===== src/rtl/jk_pkg.sv =====
// jk_pkg: shared types for the JK command sequencer.
// Opcodes, FSM states, the queued command bundle and JK next-state.
package jk_pkg;

    localparam int REP_MAX_W = 8;

    typedef enum logic [1:0] {
        OP_HOLD = 2'b00,
        OP_RST  = 2'b01,
        OP_SET  = 2'b10,
        OP_TGL  = 2'b11
    } op_e;

    typedef enum logic {
        ST_IDLE  = 1'b0,
        ST_ISSUE = 1'b1
    } state_e;

    typedef struct packed {
        op_e                  op;
        logic [REP_MAX_W-1:0] rep;
    } cmd_t;

    function automatic logic jk_next(input logic q, input op_e op);
        logic nq;
        nq = q;
        unique case (op)
            OP_HOLD: nq = q;
            OP_RST:  nq = 1'b0;
            OP_SET:  nq = 1'b1;
            OP_TGL:  nq = ~q;
        endcase
        return nq;
    endfunction

    function automatic logic is_abs(input op_e op);
        return (op == OP_RST) || (op == OP_SET);
    endfunction

endpackage


===== src/rtl/cmd_fifo.sv =====
// cmd_fifo: power-of-two command queue with wrap-bit pointers.
// Full blocks a push even when a pop happens on the same edge.
module cmd_fifo #(
    parameter int DEPTH = 4,
    parameter int WIDTH = 10
) (
    input  logic             clk,
    input  logic             rst,
    input  logic             push,
    input  logic [WIDTH-1:0] wdata,
    input  logic             pop,
    output logic [WIDTH-1:0] rdata,
    output logic             full,
    output logic             empty
);

    localparam int AW = $clog2(DEPTH);

    logic [WIDTH-1:0] mem [DEPTH];
    logic [AW:0]      wr_ptr;
    logic [AW:0]      rd_ptr;
    logic             do_push;
    logic             do_pop;

    assign do_push = push && !full;
    assign do_pop  = pop && !empty;
    assign empty   = (wr_ptr == rd_ptr);
    assign full    = (wr_ptr[AW] != rd_ptr[AW]) &&
                     (wr_ptr[AW-1:0] == rd_ptr[AW-1:0]);
    assign rdata   = mem[rd_ptr[AW-1:0]];

    // Pointer update; the extra MSB separates full from empty
    always_ff @(posedge clk) begin
        if (rst) begin
            wr_ptr <= '0;
            rd_ptr <= '0;
        end else begin
            if (do_push) wr_ptr <= wr_ptr + (AW+1)'(1);
            if (do_pop)  rd_ptr <= rd_ptr + (AW+1)'(1);
        end
    end

    // Storage write; contents need no reset since empty gates reads
    always_ff @(posedge clk) begin
        if (do_push) mem[wr_ptr[AW-1:0]] <= wdata;
    end

endmodule


===== src/rtl/jk_cmd_sequencer.sv =====
// jk_cmd_sequencer: queues {op,rep} commands and drives J/K for rep+1
// cycles each, while checking the downstream flip-flop's q feedback.
module jk_cmd_sequencer
    import jk_pkg::*;
#(
    parameter int DEPTH = 4,
    parameter int REP_W = 4
) (
    input  logic             clk,
    input  logic             rst,
    input  logic             cmd_valid,
    output logic             cmd_ready,
    input  logic [1:0]       cmd_op,
    input  logic [REP_W-1:0] cmd_rep,
    output logic             J,
    output logic             K,
    input  logic             q_in,
    input  logic             err_clr,
    output logic             busy,
    output logic             err,
    output logic [7:0]       err_count
);

    cmd_t                 push_cmd;
    cmd_t                 head;
    logic                 full;
    logic                 empty;
    logic                 push;
    logic                 pop;
    logic                 last;
    state_e               state;
    state_e               state_nxt;
    logic [REP_MAX_W-1:0] rem;
    op_e                  cur_op;
    logic                 exp_q;
    logic                 exp_vld;
    logic                 mismatch;

    assign cmd_ready = !full;
    assign push      = cmd_valid && cmd_ready;
    assign push_cmd  = '{op: op_e'(cmd_op), rep: REP_MAX_W'(cmd_rep)};
    assign last      = (rem == '0);
    assign busy      = (state == ST_ISSUE) || !empty;
    assign cur_op    = op_e'({J, K});
    assign mismatch  = exp_vld && (q_in != exp_q);

    cmd_fifo #(
        .DEPTH (DEPTH),
        .WIDTH ($bits(cmd_t))
    ) u_fifo (
        .clk   (clk),
        .rst   (rst),
        .push  (push),
        .wdata (push_cmd),
        .pop   (pop),
        .rdata (head),
        .full  (full),
        .empty (empty)
    );

    // FSM state register
    always_ff @(posedge clk) begin
        if (rst) state <= ST_IDLE;
        else     state <= state_nxt;
    end

    // Next state: leave IDLE on any queued entry, return when drained
    always_comb begin
        state_nxt = state;
        unique case (state)
            ST_IDLE:  if (!empty)         state_nxt = ST_ISSUE;
            ST_ISSUE: if (last && empty)  state_nxt = ST_IDLE;
        endcase
    end

    // Pop the head when idle or on the final cycle of a command
    always_comb begin
        pop = 1'b0;
        unique case (state)
            ST_IDLE:  pop = !empty;
            ST_ISSUE: pop = last && !empty;
        endcase
    end

    // J/K drive and remaining-cycle counter
    always_ff @(posedge clk) begin
        if (rst) begin
            J   <= 1'b0;
            K   <= 1'b0;
            rem <= '0;
        end else if (pop) begin
            {J, K} <= head.op;
            rem    <= head.rep;
        end else if (state == ST_ISSUE) begin
            if (last) begin
                J <= 1'b0;
                K <= 1'b0;
            end else begin
                rem <= rem - REP_MAX_W'(1);
            end
        end
    end

    // Expected q tracks the driven J/K once q becomes known
    always_ff @(posedge clk) begin
        if (rst) begin
            exp_q   <= 1'b0;
            exp_vld <= 1'b0;
        end else begin
            if (exp_vld || is_abs(cur_op)) exp_q <= jk_next(exp_q, cur_op);
            if (is_abs(cur_op))            exp_vld <= 1'b1;
        end
    end

    // Sticky error flag and saturating count; clear beats a mismatch
    always_ff @(posedge clk) begin
        if (rst || err_clr) begin
            err       <= 1'b0;
            err_count <= 8'd0;
        end else if (mismatch) begin
            err <= 1'b1;
            if (err_count != 8'hFF) err_count <= err_count + 8'd1;
        end
    end

endmodule


===== config.mk =====
export PLATFORM = sky130hd
export DESIGN_NAME = jk_cmd_sequencer
export DESIGN_NICKNAME = d
export VERILOG_FILES = /design/src/rtl/jk_pkg.sv /design/src/rtl/cmd_fifo.sv /design/src/rtl/jk_cmd_sequencer.sv
export SDC_FILE = /design/constraint.sdc
export NUM_CORES = 1
export LEC_CHECK = 0
export CORE_MARGIN = 5
export CORE_UTILIZATION = 34
export CTS_BUF_LIST = sky130_fd_sc_hd__clkbuf_8
export CTS_CLUSTER_SIZE = 24
export DETAILED_ROUTE_END_ITERATION = 8
export HOLD_SLACK_MARGIN = 0.03
export SLEW_MARGIN = 20
export SYNTH_ARGS = -nofsm -noshare
export SYNTH_HDL_FRONTEND = slang
export SYNTH_SLANG_ARGS = --single-unit

===== constraint.sdc =====
create_clock -name clk -period 2.8 [get_ports clk]
set_input_delay 0.28 -clock clk [delete_from_list [all_inputs] [get_ports clk]]
set_output_delay 0.28 -clock clk [all_outputs]
set_load 0.02 [all_outputs]

Word level (Yosys, flattened, before mapping)
Memories as Yosys holds them, arrays and structs flattened. A register that Yosys moved wholly into a read port is not among the register bits.
Cells that the tools add are included.

operators by class
  $add $sub $neg = 4
  eq/ne operators = 9
  mux-type cells = 16
  bitwise operators = 3
  reduce and logical (&&, ||, !) cells = 21

operator list
  operator               count
  $mux W8                3
  $add A8 B1 Y8 const B  1
  $logic_not A8 Y1       1
  $mux W1                8
  $ne A8 B8 Y1 const B   1
  $reduce_and A2 Y1      4
  $sub A8 B1 Y8 const B  1
  $logic_and A1 B1 Y1    7
  $add A3 B1 Y3 const B  2
  $eq A2 B2 Y1 const B   2
  $logic_or A1 B1 Y1     4
  $mux W2                2
  $pmux W1 S2            2
  $reduce_bool A2 Y1     2
  $eq A3 B3 Y1           1
  $not A1 Y1             3
  $pmux W1 S3            1
  $eq A2 B1 Y1 const B   1
  $eq A2 B2 Y1           1
  $logic_not A1 Y1       2
  $logic_not A2 Y1       1
  $ne A1 B1 Y1           2
  $ne A2 B1 Y1 const B   1

storage, ports and cells
  register bits = 28
  RAM bits = 24
  bits of input ports = 11
  output and inout port bits = 13
  memories kept = 1

memory list
  memory      depth  width  read ports  clocked after Yosys merged registers in  wr ports  line            RTL
  u_fifo.mem  4      6      1           1                                        1         cmd_fifo.sv:19  logic [WIDTH-1:0] mem [DEPTH];

Depth between registers and ports, before layout
Gate-level depths: netlist of the first run.

  word-level depth = 7
  depth in mapped cells = 7

Cells and area by module
A second synthesis of the first run with hierarchy kept.

second synthesis, totals
  cell total of the unflattened synthesis = 265
  area total of the unflattened synthesis = 3,251.9 µm²

by module, submodules not included
  module            times used  cells each  area each (µm²)
  cmd_fifo          1           120         2,016.9
  jk_cmd_sequencer  1           145         1,234.9

Least setup slack after synthesis of the first run
Ideal clock, no wire load.

  path type = reg-to-reg
  start point = register rem[0]
  end point = register u_fifo.rd_ptr[2]
  setup time = 121 ps
  arrival = 1,874 ps
  path slack = 805 ps
  cell stages (with the launch flop) = 8
  path buffers = 1
  clock period less this slack = 1,995 ps
  cells stage by stage = dfxtp_1 > inv_1 > ha_1 > or4b_4 > o41ai_2 > buf_4 > nand3_2 > mux2_4

between the ends
  cells in the longest elaborated chain, start to end = 4

RTL lines
  element                   line                    RTL
  start: declaration        jk_cmd_sequencer.sv:33  logic [REP_MAX_W-1:0] rem;
  start signal: assignment  jk_cmd_sequencer.sv:93  rem <= head.rep;
  start signal: assignment  jk_cmd_sequencer.sv:99  rem <= rem - REP_MAX_W'(1);
  $logic_not A8 Y1          jk_cmd_sequencer.sv:42  assign last = (rem == '0);
  $logic_and A1 B1 Y1       jk_cmd_sequencer.sv:81  ST_ISSUE: pop = last && !empty;
  $pmux W1 S2               jk_cmd_sequencer.sv:79  unique case (state)
  $logic_and A1 B1 Y1       cmd_fifo.sv:26          assign do_pop = pop && !empty;
  end signal: assignment    cmd_fifo.sv:39          if (do_pop) rd_ptr <= rd_ptr + (AW+1)'(1);
  end: declaration          cmd_fifo.sv:21          logic [AW:0] rd_ptr;

Every way passes these cells.
A chain may end at the register's enable or synchronous reset.

Worst setup path in the final report of the first run
  start point = register u_fifo.wr_ptr[1]
  end point = output busy

between the ends
  cells in the longest elaborated chain, start to end = 3

RTL lines
  element                   line                    RTL
  start: declaration        cmd_fifo.sv:20          logic [AW:0] wr_ptr;
  start signal: assignment  cmd_fifo.sv:38          if (do_push) wr_ptr <= wr_ptr + (AW+1)'(1);
  $eq A3 B3 Y1              cmd_fifo.sv:27          assign empty = (wr_ptr == rd_ptr);
  $logic_not A1 Y1          jk_cmd_sequencer.sv:43  assign busy = (state == ST_ISSUE) || !empty;
  $logic_or A1 B1 Y1        jk_cmd_sequencer.sv:43
  end: declaration          jk_cmd_sequencer.sv:19  output logic busy,

Every way passes these cells.

==> results of run 1 <==
stage by stage:
step | util (%) | cell area, um2 | hold slack (ps) | power [mW]
2_1_floorplan | - | 2450 | 379 | 1.73
3_3_place_gp | 39.1 | 2790 | 481 | 1.96
3_5_place_dp | 39.1 | 2790 | 466 | 1.97
4_1_cts | 40.3 | 2880 | 493 | 2.41
5_1_grt | 40.3 | 2880 | 501 | 2.56
6_report | 40.3 | 2880 | 488 | 2.37
cell families (layout without fill, tap and decap cells):
logic type	after synthesis	count (layout)	synth area share [%]
mux	13	13	8.63
buf+inv	20	46	3.32
fa+ha+maj	11	11	5.62
xor+xnor	8	8	2.86
compound gates	42	42	12.1
flops	54	54	53.9
simple gates	65	65	13.6
cell usage in the layout, fill, tap and decap left out, types with 2 or more instances in the layout:
| cell | Yosys | routed |
|---|---|---|
| clkdlybuf4s50_1 | 0 | 23 |
| o21ai_0 | 6 | 6 |
| clkbuf_8 | 0 | 5 |
| nor3_1 | 4 | 4 |
| nand3_1 | 8 | 8 |
| xnor2_1 | 2 | 2 |
| buf_4 | 1 | 3 |
| nand4_1 | 2 | 2 |
| o31ai_1 | 3 | 3 |
| ha_1 | 11 | 11 |
| or3_1 | 6 | 6 |
| edfxtp_1 | 24 | 24 |
| a31oi_1 | 2 | 2 |
| mux4_2 | 6 | 6 |
| and2_1 | 3 | 3 |
| a311oi_1 | 2 | 2 |
| o32ai_1 | 3 | 3 |
| a21oi_1 | 13 | 13 |
| inv_1 | 12 | 13 |
| xor2_1 | 6 | 6 |
| nor2_1 | 17 | 17 |
| dfxtp_1 | 30 | 30 |
| nand2_1 | 15 | 15 |
| mux2i_1 | 5 | 5 |
critical path, delay by kind of cell (launching register included):
| family | cells | cell delay (ps) |
|---|---|---|
| xor+xnor | 1 | 320 |
| buf+inv | 2 | 800 |
| simple gates | 2 | 170 |
| flops | 1 | 420 |
path summary, 6_finish.rpt:
check                 to  slack, ps  depth (start not counted)
setup / recovery    busy        510                          5
hold / removal       err        490                          2
setup reg to reg  rem[6]        520                          6
hold reg to reg      err        490                          2
routing by layer:
layer  up-vias  global-route usage, %  part of all wire (%)
li1        837                      -                     -
met1       780                   13.6                    47
met2        24                   18.1                    49
met3         4                   2.79                   3.3
met4         0                   3.61                  0.84
met5         -                      0                     0
area by class of cell:
type	count	area share (%)
Sequential cell	54	45.9
Clock inverter	3	0.609
Tap cell	99	4.31
Multi-Input combinational cell	139	36.4
Inverter	12	1.57
Timing Repair Buffer	26	8.79
Clock buffer	5	2.39
flip-flops by register name, indices dropped and copies added (netlist names), named ones only:
name / cells
state: 1
u_fifo.mem: 24
u_fifo.wr_ptr: 3
exp_q: 1
err_count: 8
J: 1
err: 1
exp_vld: 1
rem: 8
u_fifo.rd_ptr: 3
K: 1
Yosys cell counts, drive strengths merged, types with 2 or more instances:
| master | instances | share of area [%] |
|---|---|---|
| a21oi | 13 | 2.7 |
| a311oi | 2 | 0.72 |
| a31oi | 2 | 0.51 |
| and2 | 3 | 0.77 |
| buf | 3 | 0.66 |
| clkbuf | 5 | 0.82 |
| dfxtp | 30 | 25 |
| edfxtp | 24 | 29 |
| ha | 11 | 5.6 |
| inv | 12 | 1.8 |
| mux2 | 2 | 1.1 |
| mux2i | 5 | 2.0 |
| mux4 | 6 | 5.5 |
| nand2 | 15 | 2.3 |
| nand3 | 9 | 2.0 |
| nand4 | 2 | 0.51 |
| nor2 | 17 | 2.6 |
| nor3 | 4 | 0.82 |
| o21ai | 6 | 1.2 |
| o311ai | 2 | 0.72 |
| o31ai | 3 | 0.92 |
| o32ai | 3 | 1.1 |
| o41ai | 2 | 1.0 |
| or3 | 6 | 1.5 |
| or4b | 2 | 0.97 |
| xnor2 | 2 | 0.72 |
| xor2 | 6 | 2.1 |
where the power goes:
part	switching, mW	leakage, nW	internal (mW)
clock	0.252	0.0497	0.175
sequential	0.138	0.465	0.948
combinational	0.468	0.515	0.393
==> impl_metrics.ini, run 1 <==
[outcome]
outcome = complete, no violations

[critical_path]
cp-end-kind = output pin
worst-setup-path-type = flop to output pin
critPathRequiredTime_ps = 2520
worstPathCellList = xor2_1 -> nor3_1 -> buf_4 -> nand2_1 -> clkdlybuf4s50_1
crit_start = u_fifo.wr_ptr[1]
cp_max_fo = 12
start_kind = flop
crit_slowest_cell = clkdlybuf4s50_1
r2r-start = rem[0]
cp_slowest_stage_delay_ps = 610
arrival_ps = 2010

[hold_path]
hp-start = err
hold_class = flop to flop

[sta]
hold_viol = 0
final.setup.tns_ps = 0
finalCriticalPeriod_ps = 2290
max_slew_margin_pct = 40.2
finalSetupViolCount = 0
fmax_mhz = 437
finClkSkew_ps = 4.20
min_period_over_period_pct = 81.8
tightest_slew_ps = 883
slew_violations = 0
rsz0062_at_grt = false
fin_ws_ps = 511

[detailed_routing]
drt_wl_total_um = 4500
antenna_left = 0
routedWlPerCell_um = 13.3
firstDrtPassIters = 4
drc = 0
drt_iter0_markers = 52
vias = 1645
vias_per_cell = 4.87

[clocking]
cts-root-buf = clkbuf_8
cts_resized = 0
cts_setup_buffers = 0
cts.sinks = 54
clk_path_buf_depth = 2
clkLatencyLatePin_ps = 300
cts_tree = done
h-tree-depth = 2
clkSlewWorstSetupHoldPaths_ps = 100
cts_hold_buf = 0
cts_inserted_buffers = 5

[placed_design]
port_buffers = 23
hpwl_um = 3240
gp_congestion = 0.762
numPlacedInstances = 330
pre_cts_slack_ps = 548

[finish]
n_antenna_cell = 0
drive_gt1_share_pct = 9.21
seqCellArea_um2 = 1320
nets = 260
area_growth_pct = 17.4
final_cells = 338
num-fill-cells = 721
multi_input_area_um2 = 1050

[die]
boundaryPins = 24
placementRows = 31
start_util_pct = 34.3
core_um2 = 7140
dieHeight_um = 94.9
die-area_um2 = 9000
dieWidth_um = 94.9

[yosys]
syn_avg_cell_area_um2 = 11.5
yosys_register_bits = 54
ys.flop_type = dfxtp_1
yosysUniqueCellTypes = 51
async_flop_share_pct = 0
synth_cells = 213
synth_nets = 235
synth_seq_area_share_pct = 53.9
synth_warnings = 0
synth_edf_count = 24
syn_area_um2 = 2450

[pwr]
ir_drop_mv = 0.321
power_density_nw_per_um2 = 825
leakagePower_nw = 1.03

[global_route]
groute.usage.overall_pct = 10.8
grt_overflow_total = 0
antenna_found_initial = 0
grt_pass1_wl_um = 7550
grt_pass1_vias = 1612
grt_max_degree = 24

[flow_run]
max_cap_violations = 0
Note: power is estimated with default switching activity, not from simulation.
==> run 2: changes to the inputs <==
Clock period 2.8 ns to 2.33 ns, I/O delays scaled along.
==> run 2 against run 1 <==
Effect of this change:
- final cell count is 1.5% higher
- non-clock buffer count up 5
- clock skew grew 0.59 ps
- register-to-register slack got worse by 340 ps
- highest routed layer unchanged
==> impl_metrics.ini, run 2 (synthesized netlist as in run 1, its figures left out) <==
[finish]
final_cells = 343
mostFrequentLayoutCells = dfxtp_1, edfxtp_1, clkdlybuf4s50_1
drive_gt1_share_pct = 11.5
area_growth_pct = 20.4
n_antenna_cell = 0
nets = 265
mostFrequentLayoutCell = dfxtp_1
largest_register_ffs = 24

[critical_path]
r2r_end = rem[6]
cp_max_fo = 11
worst-setup-path-type = flop to flop
critPathRequiredTime_ps = 2530
reg2regPathDepth = 6
start_kind = flop
r2r_slack_ps = 180
r2r-start = rem[0]
cp-end-kind = flop
arrival_ps = 2350
crit_end = rem[6]
crit_start = rem[0]

[placed_design]
numPlacedInstances = 335
port_buffers = 23
gp_congestion = 0.826
hpwl_um = 3290

[clocking]
cts_setup_buffers = 0
cts.sinks = 54
cts_tree = done
clkLatencyLatePin_ps = 300
cts_inserted_buffers = 5
clkSlewWorstSetupHoldPaths_ps = 90
h-tree-depth = 2
cts-root-buf = clkbuf_8
clk_path_buf_depth = 2

[die]
dieWidth_um = 94.9
die-area_um2 = 9000
core_um2 = 7140
placementRows = 31
start_util_pct = 34.3
boundaryPins = 24
dieHeight_um = 94.9

[detailed_routing]
vias_per_cell = 4.78
routedWlPerCell_um = 13.2
antenna_left = 0
vias = 1640
drc = 0
firstDrtPassIters = 4
drt_iter0_markers = 56
drt_wl_total_um = 4520

[global_route]
groute.usage.overall_pct = 10.9
grt_pass1_wl_um = 7730
antenna_found_initial = 0
grt_pass1_vias = 1625
grt_max_degree = 18
grt_overflow_total = 0

[sta]
final.setup.tns_ps = 0
rsz0062_at_grt = false
finalCriticalPeriod_ps = 2150
finClkSkew_ps = 4.79
fmax_mhz = 466
tightest_slew_ps = 902
hold_viol = 0
finalSetupViolCount = 0
max_slew_margin_pct = 38.9
slew_violations = 0
min_period_over_period_pct = 92.1

[flow_run]
max_cap_violations = 0

[hold_path]
hold_class = flop to flop
hp-start = rem[7]

[pwr]
total_power_mw = 3.03
ir_drop_mv = 0.459
leakagePower_nw = 1.06
power_density_nw_per_um2 = 1030

[outcome]
outcome = complete, no violations
## run 2: layout make-up
type	instances	area, um2
clock buffers	5	68.8
clock inverters	3	42.5
fillers	701	4190
inverters	12	45.0
multi-input cells	139	1060
flip-flops and latches	54	1320
well taps	99	124
repair buffers	31	290
## run 2: per-stage QoR
step	hold slack, ps	utilization (%)	worst slack (ps)	area (um2)
2_1_floorplan	332	-	335	2450
3_3_place_gp	477	39.6	166	2830
3_5_place_dp	475	39.6	126	2830
4_1_cts	494	41.2	107	2940
5_1_grt	504	41.3	51.3	2950
6_report	496	41.3	184	2950
## run 2: worst max-delay path, stage by stage, from the launching register on
cell,delay [ps]
dfxtp_1,340
inv_1,100
ha_1,140
or4b_4,480
o41a_4,440
mux2_1,340
a31o_1,210
## run 2: timing repair
| action | 4_1_cts | 5_1_grt |
|---|---|---|
| hold buffers | 0 | 0 |
| endpoints found under the setup margin | 0 | 1 |
| resized for setup | 0 | 2 |
## run 2: report_power, final
group / internal (mW) / switching (mW) / total [mW]
combinational: 0.524 / 0.590 / 1.11
sequential: 1.14 / 0.154 / 1.29
clock: 0.321 / 0.303 / 0.624
total: 1.98 / 1.05 / 3.03
## run 2: how the worst min path moves through the flow
stage                            end  slack, ps  cells past startpoint
finish                        rem[7]        500                      1
global route                  rem[7]        500                      1
CTS                           rem[7]        490                      1
detailed placement            rem[7]        470                      1
global placement              rem[7]        480                      1
floorplan           u_fifo.mem[0][0]        330                      0
## run 2: routing by layer
metal | vias up | track usage, % | share of wire [%]
li1 | 846 | - | -
met1 | 767 | 14.2 | 48
met2 | 25 | 17.7 | 48
met3 | 2 | 2.79 | 3.3
met4 | 0 | 3.25 | 0.84
met5 | - | 0 | 0
==> run 3: changes to the inputs <==
Settings changed: ABC_CLOCK_PERIOD_IN_PS set to 2330, SETUP_SLACK_MARGIN set to 0.02.
==> results of run 3 <==
Final layout, timing and power as in run 2 (identical DEF).
